### src/rtl/uart_rx.sv
// ----------------------------------------------------------------------------
// uart_rx
//   8N1 UART receiver. The serial line is LSB first and idles high. The line
//   is resynchronised into the clk domain. Each frame is sampled once per bit,
//   at the bit centre, with the centres measured from the detected start edge.
//
// Parameters
//   CLKS_PER_BIT        clk cycles per serial bit (4..65535)
//
// Ports
//   clk                 system clock, rising edge
//   rst_n               asynchronous active-low reset
//   UART_Rx             serial input line (asynchronous to clk)
//   UART_Rx_Data        last correctly framed byte (registered)
//   UART_Rx_Data_Ready  one-cycle strobe: UART_Rx_Data holds a new byte
//   UART_Rx_Frame_Err   one-cycle strobe: stop bit was sampled low
//   UART_Rx_Busy        high whenever the receiver is not idle
// ----------------------------------------------------------------------------
module uart_rx #(
    parameter int CLKS_PER_BIT = 434
) (
    input  logic       clk,
    input  logic       rst_n,
    input  logic       UART_Rx,
    output logic [7:0] UART_Rx_Data,
    output logic       UART_Rx_Data_Ready,
    output logic       UART_Rx_Frame_Err,
    output logic       UART_Rx_Busy
);

    localparam int          HALF      = CLKS_PER_BIT / 2;
    // The counter restarts at 0 on the edge after each event. The sample edge
    // is therefore the edge on which the counter already holds (interval - 1).
    localparam logic [15:0] HALF_LAST = 16'(HALF - 1);
    localparam logic [15:0] BIT_LAST  = 16'(CLKS_PER_BIT - 1);

    typedef enum logic [2:0] {
        IDLE,
        START,
        DATA,
        STOP,
        BREAK
    } state_t;

    state_t      state;
    logic [15:0] cnt;
    logic [2:0]  idx;
    logic [7:0]  shift;
    logic        rx_meta;
    logic        rx_s;

    // Two-flop synchronizer. Both flops reset to the idle level, so a reset
    // alone never looks like a start edge.
    always_ff @(posedge clk or negedge rst_n) begin
        if (!rst_n) begin
            rx_meta <= 1'b1;
            rx_s    <= 1'b1;
        end else begin
            rx_meta <= UART_Rx;
            rx_s    <= rx_meta;
        end
    end

    always_ff @(posedge clk or negedge rst_n) begin
        if (!rst_n) begin
            state              <= IDLE;
            cnt                <= '0;
            idx                <= '0;
            shift              <= '0;
            UART_Rx_Data       <= '0;
            UART_Rx_Data_Ready <= 1'b0;
            UART_Rx_Frame_Err  <= 1'b0;
        end else begin
            UART_Rx_Data_Ready <= 1'b0;
            UART_Rx_Frame_Err  <= 1'b0;
            case (state)
                IDLE: begin
                    if (!rx_s) begin
                        state <= START;
                        cnt   <= '0;
                    end
                end
                START: begin
                    if (cnt == HALF_LAST) begin
                        cnt <= '0;
                        idx <= '0;
                        // A start bit that is high again at its centre was a
                        // glitch. Drop it silently.
                        state <= rx_s ? IDLE : DATA;
                    end else begin
                        cnt <= cnt + 16'd1;
                    end
                end
                DATA: begin
                    if (cnt == BIT_LAST) begin
                        cnt <= '0;
                        // LSB arrives first. Shifting right from the top
                        // leaves bit 0 in position 0 after eight samples.
                        shift <= {rx_s, shift[7:1]};
                        idx   <= idx + 3'd1;
                        if (idx == 3'd7) begin
                            state <= STOP;
                        end
                    end else begin
                        cnt <= cnt + 16'd1;
                    end
                end
                STOP: begin
                    if (cnt == BIT_LAST) begin
                        cnt <= '0;
                        if (rx_s) begin
                            UART_Rx_Data       <= shift;
                            UART_Rx_Data_Ready <= 1'b1;
                            state              <= IDLE;
                        end else begin
                            UART_Rx_Frame_Err <= 1'b1;
                            state             <= BREAK;
                        end
                    end else begin
                        cnt <= cnt + 16'd1;
                    end
                end
                BREAK: begin
                    // Wait out a held-low line so that it produces one error
                    // rather than a stream of zero frames.
                    if (rx_s) begin
                        state <= IDLE;
                    end
                end
                default: begin
                    state <= IDLE;
                end
            endcase
        end
    end

    assign UART_Rx_Busy = (state != IDLE);

endmodule

### config.mk
export PLATFORM = sky130hd
export DESIGN_NAME = uart_rx
export DESIGN_NICKNAME = d
export VERILOG_FILES = /design/src/rtl/uart_rx.sv
export SDC_FILE = /design/constraint.sdc
export NUM_CORES = 1
export LEC_CHECK = 0
export CELL_PAD_IN_SITES_DETAIL_PLACEMENT = 1
export CELL_PAD_IN_SITES_GLOBAL_PLACEMENT = 2
export CORE_ASPECT_RATIO = 0.6
export CORE_MARGIN = 1
export CORE_UTILIZATION = 35
export CTS_CLUSTER_DIAMETER = 40
export DETAILED_ROUTE_END_ITERATION = 10
export PLACE_DENSITY_LB_ADDON = 0.3
export SLEW_MARGIN = 15
export SYNTH_ARGS = -nofsm -noshare
export SYNTH_HDL_FRONTEND = slang
export SYNTH_SLANG_ARGS = --single-unit
### constraint.sdc
create_clock -name clk -period 5.4 [get_ports clk]
set_input_delay 1.08 -clock clk [delete_from_list [all_inputs] [get_ports clk]]
set_output_delay 1.08 -clock clk [all_outputs]
set_load 0.03 [all_outputs]
==> impl_metrics.ini, run 1 <==
[min_path]
min_path_type = register to register

[clock_tree]
htreeDepth = 2
insertion_delay_ns = 0.29
post_cts_resized = 0
cts_tree = built
cts_buffers = 5
clock_sinks = 42
cts_setup_buffers = 0
clkTransAtPathRegs_ns = 0.08
cts_hold_buf = 0
clock_path_buffers = 2
root_buffer = clkbuf_8

[worst_setup_path]
r2r_cells = 4
regToRegSetupSlack_ns = 2.92
crit_path_start_kind = register
setup.worst_path.end = UART_Rx_Busy
critical_path_class = register to output port
worstReg2RegEnd = shift[5]
critical_path.startpoint = state[2]
worst_ep_arrival_time_ns = 1.76
end_kind = output port
rr_startpoint = cnt[9]
cp.required_ns = 4.32
critPathMaxFanout = 10

[global_routing]
antenna_found_initial = 0
grt-ovfl-total = 0
grt_usage_pct = 15.9
grt_first_pass_wirelength_um = 7360
grt_pass1_vias = 1406
grt_max_degree = 43

[synth]
yosysMostFrequentCell = dfrtp_1
synth_nets = 191
ys.flop_type = dfrtp_1
async_flop_share_pct = 100
yosys.area.top_type_share_pct = 48.4
ys_types = 47
synth_area_um2 = 2070
yosysSeqAreaShare_pct = 50.9
yosys.area.top_type = dfrtp_1
avgSynthCellArea_um2 = 11.3
ys_warn_count = 0
synth_edf_count = 0
syn_inst = 183
synth-seq-cells = 42
synthTopCellsByCount = dfrtp_1 (40), nand2_1 (16), mux2_2 (15), o21ai_0 (11), nor2_1 (8)
synth_area_leaders = dfrtp_1 (48%), mux2_2 (8.2%), ha_1 (3.0%), nand2_1 (2.9%), o21ai_0 (2.7%)

[placement]
dp_slack_ns = 2.87
place_area_um2 = 2260
portBuffers = 13
routabilityCongestion = 0.780
dp.cells = 270
dp_hpwl_um = 3220

[detailed_routing]
via_per_inst = 5.18
num_vias = 1439
drtAntennaViolNets = 0
remaining_drc_errors = 0
drt_iter0_drc = 28
wl_um = 4390
drtPass1Iterations = 4
routedWlPerCell_um = 15.8

[layout]
area_growth_pct = 14.4
num_antenna_cells = 0
final_util_pct = 42.1
fin_nets = 205
fill_cells = 636
stdcell_area_um2 = 2370
final_cells = 278
multiInputGateArea_um2 = 957
ff_latch_area_um2 = 1050
drive_above_1_share_pct = 16.7

[die]
start_util_pct = 36.8
fp.dieH_um = 61.6
coreArea_um2 = 5620
io-pin-count = 14
dieArea_um2 = 6230
die_width_um = 101
row_count = 21

[job]
maxCapViolations = 0

[sta]
hold-worst-slack_ns = 0.359
slew_headroom_pct = 36.9
tightestPinTransition_ns = 0.942
hold_viol = 0
rsz0062_at_grt = no
tns_ns = 0
maxSlewViolCount = 0
min_period_over_period_pct = 52.6
finalWorstSetupSlack_ns = 2.56
fmaxAchievable_mhz = 352
setup_viol = 0
clock_skew_ns = 0.00628
min_period_ns = 2.84

[pwr]
p_leak_nw = 1.07
p_per_area_nw_per_um2 = 242
ir_drop_uv = 109
power_uw = 572

[run_status]
status = finished, final reports clean
worst min-delay path by stage:
stage / startpoint / end / slack (ns) / cells past startpoint
after CTS: rx_meta / rx_s / 0.36 / 0
after global placement: rx_meta / rx_s / 0.35 / 0
after detailed placement: rx_meta / rx_s / 0.35 / 0
after floorplan: rx_meta / rx_s / 0.35 / 0
after global routing: rx_meta / rx_s / 0.36 / 0
final: rx_meta / rx_s / 0.36 / 0
registers in the layout, summed over array words and instances, names as in the netlist:
signal	flops
UART_Rx_Frame_Err	1
state	3
shift	8
cnt	16
idx	3
rx_meta	1
rx_s	1
UART_Rx_Data_Ready	1
UART_Rx_Data	8
cells by family after synthesis:
group / Yosys count / share of synthesized area (%)
buffers and inverters: 12 / 2.84
DFF: 42 / 50.9
adders and majority gates: 5 / 3.02
muxes: 17 / 9.19
and+or+nand+nor: 68 / 20.6
xor gates and xnor gates: 3 / 1.27
AOI/OAI and AO/OA: 36 / 12.2
where the power goes:
group	switching (mW)	internal, mW
clock network	0.111	0.136
registers	0.00118	0.316
logic	0.00630	0.00116
layout by cell type, fill, tap and decap left out, types with 6 or more instances in the layout:
cell type         n
nand2_1          16
nor2_1            8
mux2_2           15
dfrtp_1          40
nor3_1            6
clkdlybuf4s50_1  12
o21ai_0          11
inv_1             6
metal layers:
metal | GRT usage (%) | share of wire [%] | up-vias | wire [um]
li1 | - | - | 688 | -
met1 | 23.7 | 54 | 732 | 2390
met2 | 23.0 | 42 | 17 | 1860
met3 | 4.31 | 3.0 | 2 | 133
met4 | 3.11 | 0.23 | 0 | 10
met5 | 0 | 0 | - | 0
critical path, cell delays in order (launching register included):
cell and delay, ns:
dfrtp_1 0.48, or3_1 0.39, clkdlybuf4s50_1 0.60
final cells by class:
type / count / share of cell area, %
Sequential cell: 42 / 44.5
Multi-Input combinational cell: 129 / 40.4
Timing Repair Buffer: 13 / 5.29
Tap cell: 80 / 4.23
Clock buffer: 5 / 2.91
Clock inverter: 3 / 1.69
Inverter: 6 / 0.951
No activity file was read; power rests on OpenSTA's default activity.
==> inputs of run 2 (changes only) <==
==> constraint.sdc (replaced) <==
create_clock -name clk -period 2.7 [get_ports clk]
set_input_delay 0.54 -clock clk [delete_from_list [all_inputs] [get_ports clk]]
set_output_delay 0.54 -clock clk [all_outputs]
set_load 0.03 [all_outputs]
==> run 2 against run 1 <==
  * First-iteration DRC count rose to 2.7 times the previous value
  * Global-route usage grew 0.57 points
  * Final cell count grew 0.36%
  * Utilization increased by 0.13 points
  * Clock skew is 0.00058 ns higher
  * Total power up 100%
  * Sequential cell count is the same
  * Sequential power is 100% higher
  * Via count increased by 0.97%
  * Wire length grew 3.8%
  * Die area unchanged
  * Critical path type is now register to register
==> impl_metrics.ini, run 2 (synthesis gave the netlist of run 1 again) <==
[clock_tree]
clkTransAtPathRegs_ns = 0.09
cts_tree = built
cts_hold_buf = 0
cts_buffers = 5
clock_path_buffers = 2
insertion_delay_ns = 0.30
post_cts_resized = 0
cts_setup_buffers = 0
clock_sinks = 42
htreeDepth = 2
root_buffer = clkbuf_8

[worst_setup_path]
crit_path_start_kind = register
end_kind = register
worst_ep_arrival_time_ns = 2.51
critical_path_class = register to register
critPathMaxFanout = 27
cp.required_ns = 2.89

[min_path]
min_path_type = register to register

[sta]
tightestPinTransition_ns = 0.981
min_period_over_period_pct = 86.0
fmaxAchievable_mhz = 431
slew_headroom_pct = 34.6
min_period_ns = 2.32
setup_viol = 0
maxSlewViolCount = 0
rsz0062_at_grt = no
hold_viol = 0
tns_ns = 0
clock_skew_ns = 0.00686

[pwr]
p_leak_nw = 1.07
pwr-share-seq_pct = 55.2
p_switching_uw = 242
internal-power_uw = 906
p_per_area_nw_per_um2 = 483
p_clk_share_pct = 43.4
ir_drop_uv = 270
swShare_pct = 21.1
comb_power_share_pct = 1.4

[detailed_routing]
num_vias = 1453
remaining_drc_errors = 0
drtPass1Iterations = 4
wl_um = 4560
drtAntennaViolNets = 0
via_per_inst = 5.21
routedWlPerCell_um = 16.3
drt_iter0_drc = 75

[global_routing]
grt_first_pass_wirelength_um = 7490
grt-ovfl-total = 0
grt_max_degree = 43
grt_pass1_vias = 1418
antenna_found_initial = 0
grt_usage_pct = 16.5

[layout]
largest_register = cnt
drive_above_1_share_pct = 17.1
num_antenna_cells = 0
final_util_pct = 42.2
fin_nets = 206
reg_top3 = cnt (16), UART_Rx_Data (8), shift (8)
layout_commonest_cell = dfrtp_1
layout_common_cells = dfrtp_1 (40), nand2_1 (16), mux2_2 (15), clkdlybuf4s50_1 (12), o21ai_0 (11)
area_growth_pct = 14.8
largest_reg_flops = 16
fill_cells = 615

[run_status]
status = finished, final reports clean

[die]
row_count = 21
dieArea_um2 = 6230
io-pin-count = 14
coreArea_um2 = 5620
die_width_um = 101
start_util_pct = 36.8
fp.dieH_um = 61.6

[placement]
portBuffers = 13
routabilityCongestion = 0.782
dp_hpwl_um = 3170

[job]
maxCapViolations = 0
==> run 2: critical path, cell delays in order (launching register included) <==
cell and delay [ns]:
dfrtp_1 0.46, nor4_4 0.43, nand4_1 0.27, a22oi_4 0.60, o21ai_0 0.22, a21o_1 0.23
==> run 2: per-stage QoR <==
stage	power [mW]	worst slack [ns]	std cells	hold WS (ns)	area (um^2)
finish	1.15	0.379	279	0.361	2370
global route	1.19	0.227	279	0.371	2370
CTS	1.16	0.365	279	0.363	2370
detailed placement	0.663	0.380	271	0.350	2270
global placement	0.662	0.510	271	0.347	2270
floorplan	0.647	0.820	183	0.244	2070
==> run 2: power groups by stage <==
stage          registers (mW)  clock network [mW]  logic [mW]
2_1_floorplan           0.644                   0     0.00278
3_3_place_gp            0.646                   0      0.0157
3_5_place_dp            0.646                   0      0.0167
4_1_cts                 0.634               0.510      0.0166
5_1_grt                 0.634               0.537      0.0184
6_report                0.634               0.498      0.0155
==> run 2: path summary, 6_finish.rpt <==
path,cells after the start,from,slack (ns),to
max,5,cnt[12],0.38,cnt[7]
min,0,rx_meta,0.36,rx_s
max reg2reg,5,cnt[12],0.38,cnt[7]
min reg2reg,0,rx_meta,0.36,rx_s
max in group asynchronous,1,rst_n,1.71,cnt[10]
min in group asynchronous,1,rst_n,0.39,idx[1]
==> run 2: cell type report <==
| type | instances | area (um^2) | area share, % |
|---|---|---|---|
| clock inverter | 3 | 40.0 | 1.69 |
| inverter | 6 | 22.5 | 0.948 |
| multi-input combinational | 129 | 957 | 40.3 |
| clock buffer | 5 | 68.8 | 2.90 |
| tap | 80 | 100 | 4.21 |
| timing repair buffer | 14 | 133 | 5.58 |
| sequential | 42 | 1050 | 44.4 |
==> run 2: metal layers <==
metal,vias up,routed length (um),track usage [%],share of wire [%]
met5,-,0,0,0
met1,740,2410,24.1,53
met2,20,1990,23.7,44
met4,0,55,5.80,1.2
met3,5,108,4.09,2.4
li1,688,-,-,-
==> inputs of run 3 (changes only) <==
--- a/config.mk
+++ b/config.mk
@@ -12,7 +12,7 @@
 export CORE_UTILIZATION = 35
 export CTS_CLUSTER_DIAMETER = 40
 export DETAILED_ROUTE_END_ITERATION = 10
-export PLACE_DENSITY_LB_ADDON = 0.3
+export PLACE_DENSITY = 0.67
 export SLEW_MARGIN = 15
 export SYNTH_ARGS = -nofsm -noshare
 export SYNTH_HDL_FRONTEND = slang
==> constraint.sdc (replaced) <==
create_clock -name clk -period 2.6 [get_ports clk]
set_input_delay 0.52 -clock clk [delete_from_list [all_inputs] [get_ports clk]]
set_output_delay 0.52 -clock clk [all_outputs]
set_load 0.03 [all_outputs]
==> run 3 against run 2 <==
  * Final cell count is 0.72% higher
  * Sequential cell count unchanged
  * Worst setup slack worse by 0.080 ns
  * Largest cell class unchanged
  * Clock skew rose by 0.0030 ns
  * Worst hold slack about the same
  * Die area is the same
  * Non-clock buffer count increased by 2
  * Register-to-register slack better by 0.12 ns
  * Sequential power increased by 3.8%
  * Count of clock-buffer cells in the layout unchanged
  * Wire length decreased by 2.0%
  * Critical path depth fell by 3
==> impl_metrics.ini, run 3 (synthesis gave the netlist of run 1 again) <==
[clock_tree]
cts_buffers = 5
clock_path_buffers = 2
cts_hold_buf = 0
root_buffer = clkbuf_8
cts_setup_buffers = 0
insertion_delay_ns = 0.30
clock_sinks = 42
clkTransAtPathRegs_ns = 0.09
htreeDepth = 2
cts_tree = built
post_cts_resized = 0

[worst_setup_path]
worst_ep_arrival_time_ns = 1.78
critPathMaxFanout = 10
slowest_delay_ns = 0.59
crit_path_start_kind = register
slowest_stage = clkdlybuf4s50_1
end_kind = output port
worstPathCellList = or3_1 -> clkdlybuf4s50_1
cp.required_ns = 2.08
critical_path_class = register to output port

[placement]
portBuffers = 13
place_area_um2 = 2280
routabilityCongestion = 0.745
dp_hpwl_um = 3200

[sta]
min_period_ns = 2.30
maxSlewViolCount = 0
setup_viol = 0
tightestPinTransition_ns = 0.955
min_period_over_period_pct = 88.5
slew_headroom_pct = 36.3
clock_skew_ns = 0.00990
tns_ns = 0
fmaxAchievable_mhz = 434
rsz0062_at_grt = no
hold_viol = 0

[global_routing]
grt_pass1_vias = 1488
grt.busiest_layer = met1
grt_first_pass_wirelength_um = 7620
use_met3_pct = 3.75
met2_usage_pct = 23.7
grtUsageMet1_pct = 24.7
grt-ovfl-total = 0
grt_usage_pct = 16.5
grt_max_degree = 43
antenna_found_initial = 0

[layout]
layout_commonest_cell = dfrtp_1
largest_register = cnt
reg_top3 = cnt (16), UART_Rx_Data (8), shift (8)
fin_nets = 208
stdcell_area_um2 = 2370
drive_above_1_share_pct = 17.9
layout_common_cells = dfrtp_1 (40), nand2_1 (16), mux2_2 (15), clkdlybuf4s50_1 (12), o21ai_0 (11)
num_antenna_cells = 0
largest_reg_flops = 16
area_growth_pct = 14.8

[job]
maxCapViolations = 0

[detailed_routing]
drtPass1Iterations = 4
via_per_inst = 5.13
remaining_drc_errors = 0
drt_iter0_drc = 45
drtAntennaViolNets = 0
num_vias = 1442
wl_um = 4470
routedWlPerCell_um = 15.9

[die]
fp.dieH_um = 61.6
die_width_um = 101
dieArea_um2 = 6230
io-pin-count = 14
coreArea_um2 = 5620
row_count = 21
start_util_pct = 36.8

[min_path]
min_path_type = register to register

[pwr]
ir_drop_uv = 175
p_per_area_nw_per_um2 = 469
p_leak_nw = 1.07

[run_status]
status = finished, final reports clean
==> run 3: cell type report <==
type                       instances  area, um^2
fill                             625        3250
sequential                        42        1050
multi-input combinational        129         957
timing repair buffer              16         148
tap                               80         100
clock buffer                       5        68.8
clock inverter                     3        25.0
inverter                           6        22.5
==> run 3: where the power goes <==
part	switching (mW)	internal [mW]
Sequential	0.00230	0.655
Clock	0.246	0.194
Combinational	0.0136	0.00243
Total	0.262	0.852
==> run 3: final timing paths <==
check	from	end	slack, ns	cells past startpoint
worst min-delay path	rx_meta	rx_s	0.36	0
worst min register to register	rx_meta	rx_s	0.36	0
worst max-delay path	state[2]	UART_Rx_Busy	0.30	2
max in group asynchronous	rst_n	UART_Rx_Data[1]	1.65	1
worst max register to register	cnt[2]	UART_Rx_Data[1]	0.50	4
min in group asynchronous	rst_n	cnt[15]	0.37	1
==> run 3: worst max-delay path: cells and delay by family (launching register included) <==
| family | cells | cell delay, ns |
|---|---|---|
| flip-flops | 1 | 0.50 |
| buffers and inverters | 1 | 0.59 |
| AND/OR/NAND/NOR | 1 | 0.40 |
==> run 3: through the flow <==
step	hold WS, ns	utilization, %	power [mW]	setup WS [ns]	std cells
final	0.361	42.2	1.11	0.298	281
after global routing	0.366	42.2	1.17	0.199	281
after CTS	0.364	42.2	1.14	0.281	281
after detailed placement	0.350	40.6	0.688	0.508	273
after global placement	0.348	40.6	0.687	0.590	273
after floorplan	0.224	-	0.672	0.720	183
==> run 3: layer usage <==
metal | vias to the layer above | wire length (um)
met5 | - | 0
met4 | 0 | 16
met3 | 2 | 102
met2 | 12 | 1850
met1 | 725 | 2500
li1 | 703 | -
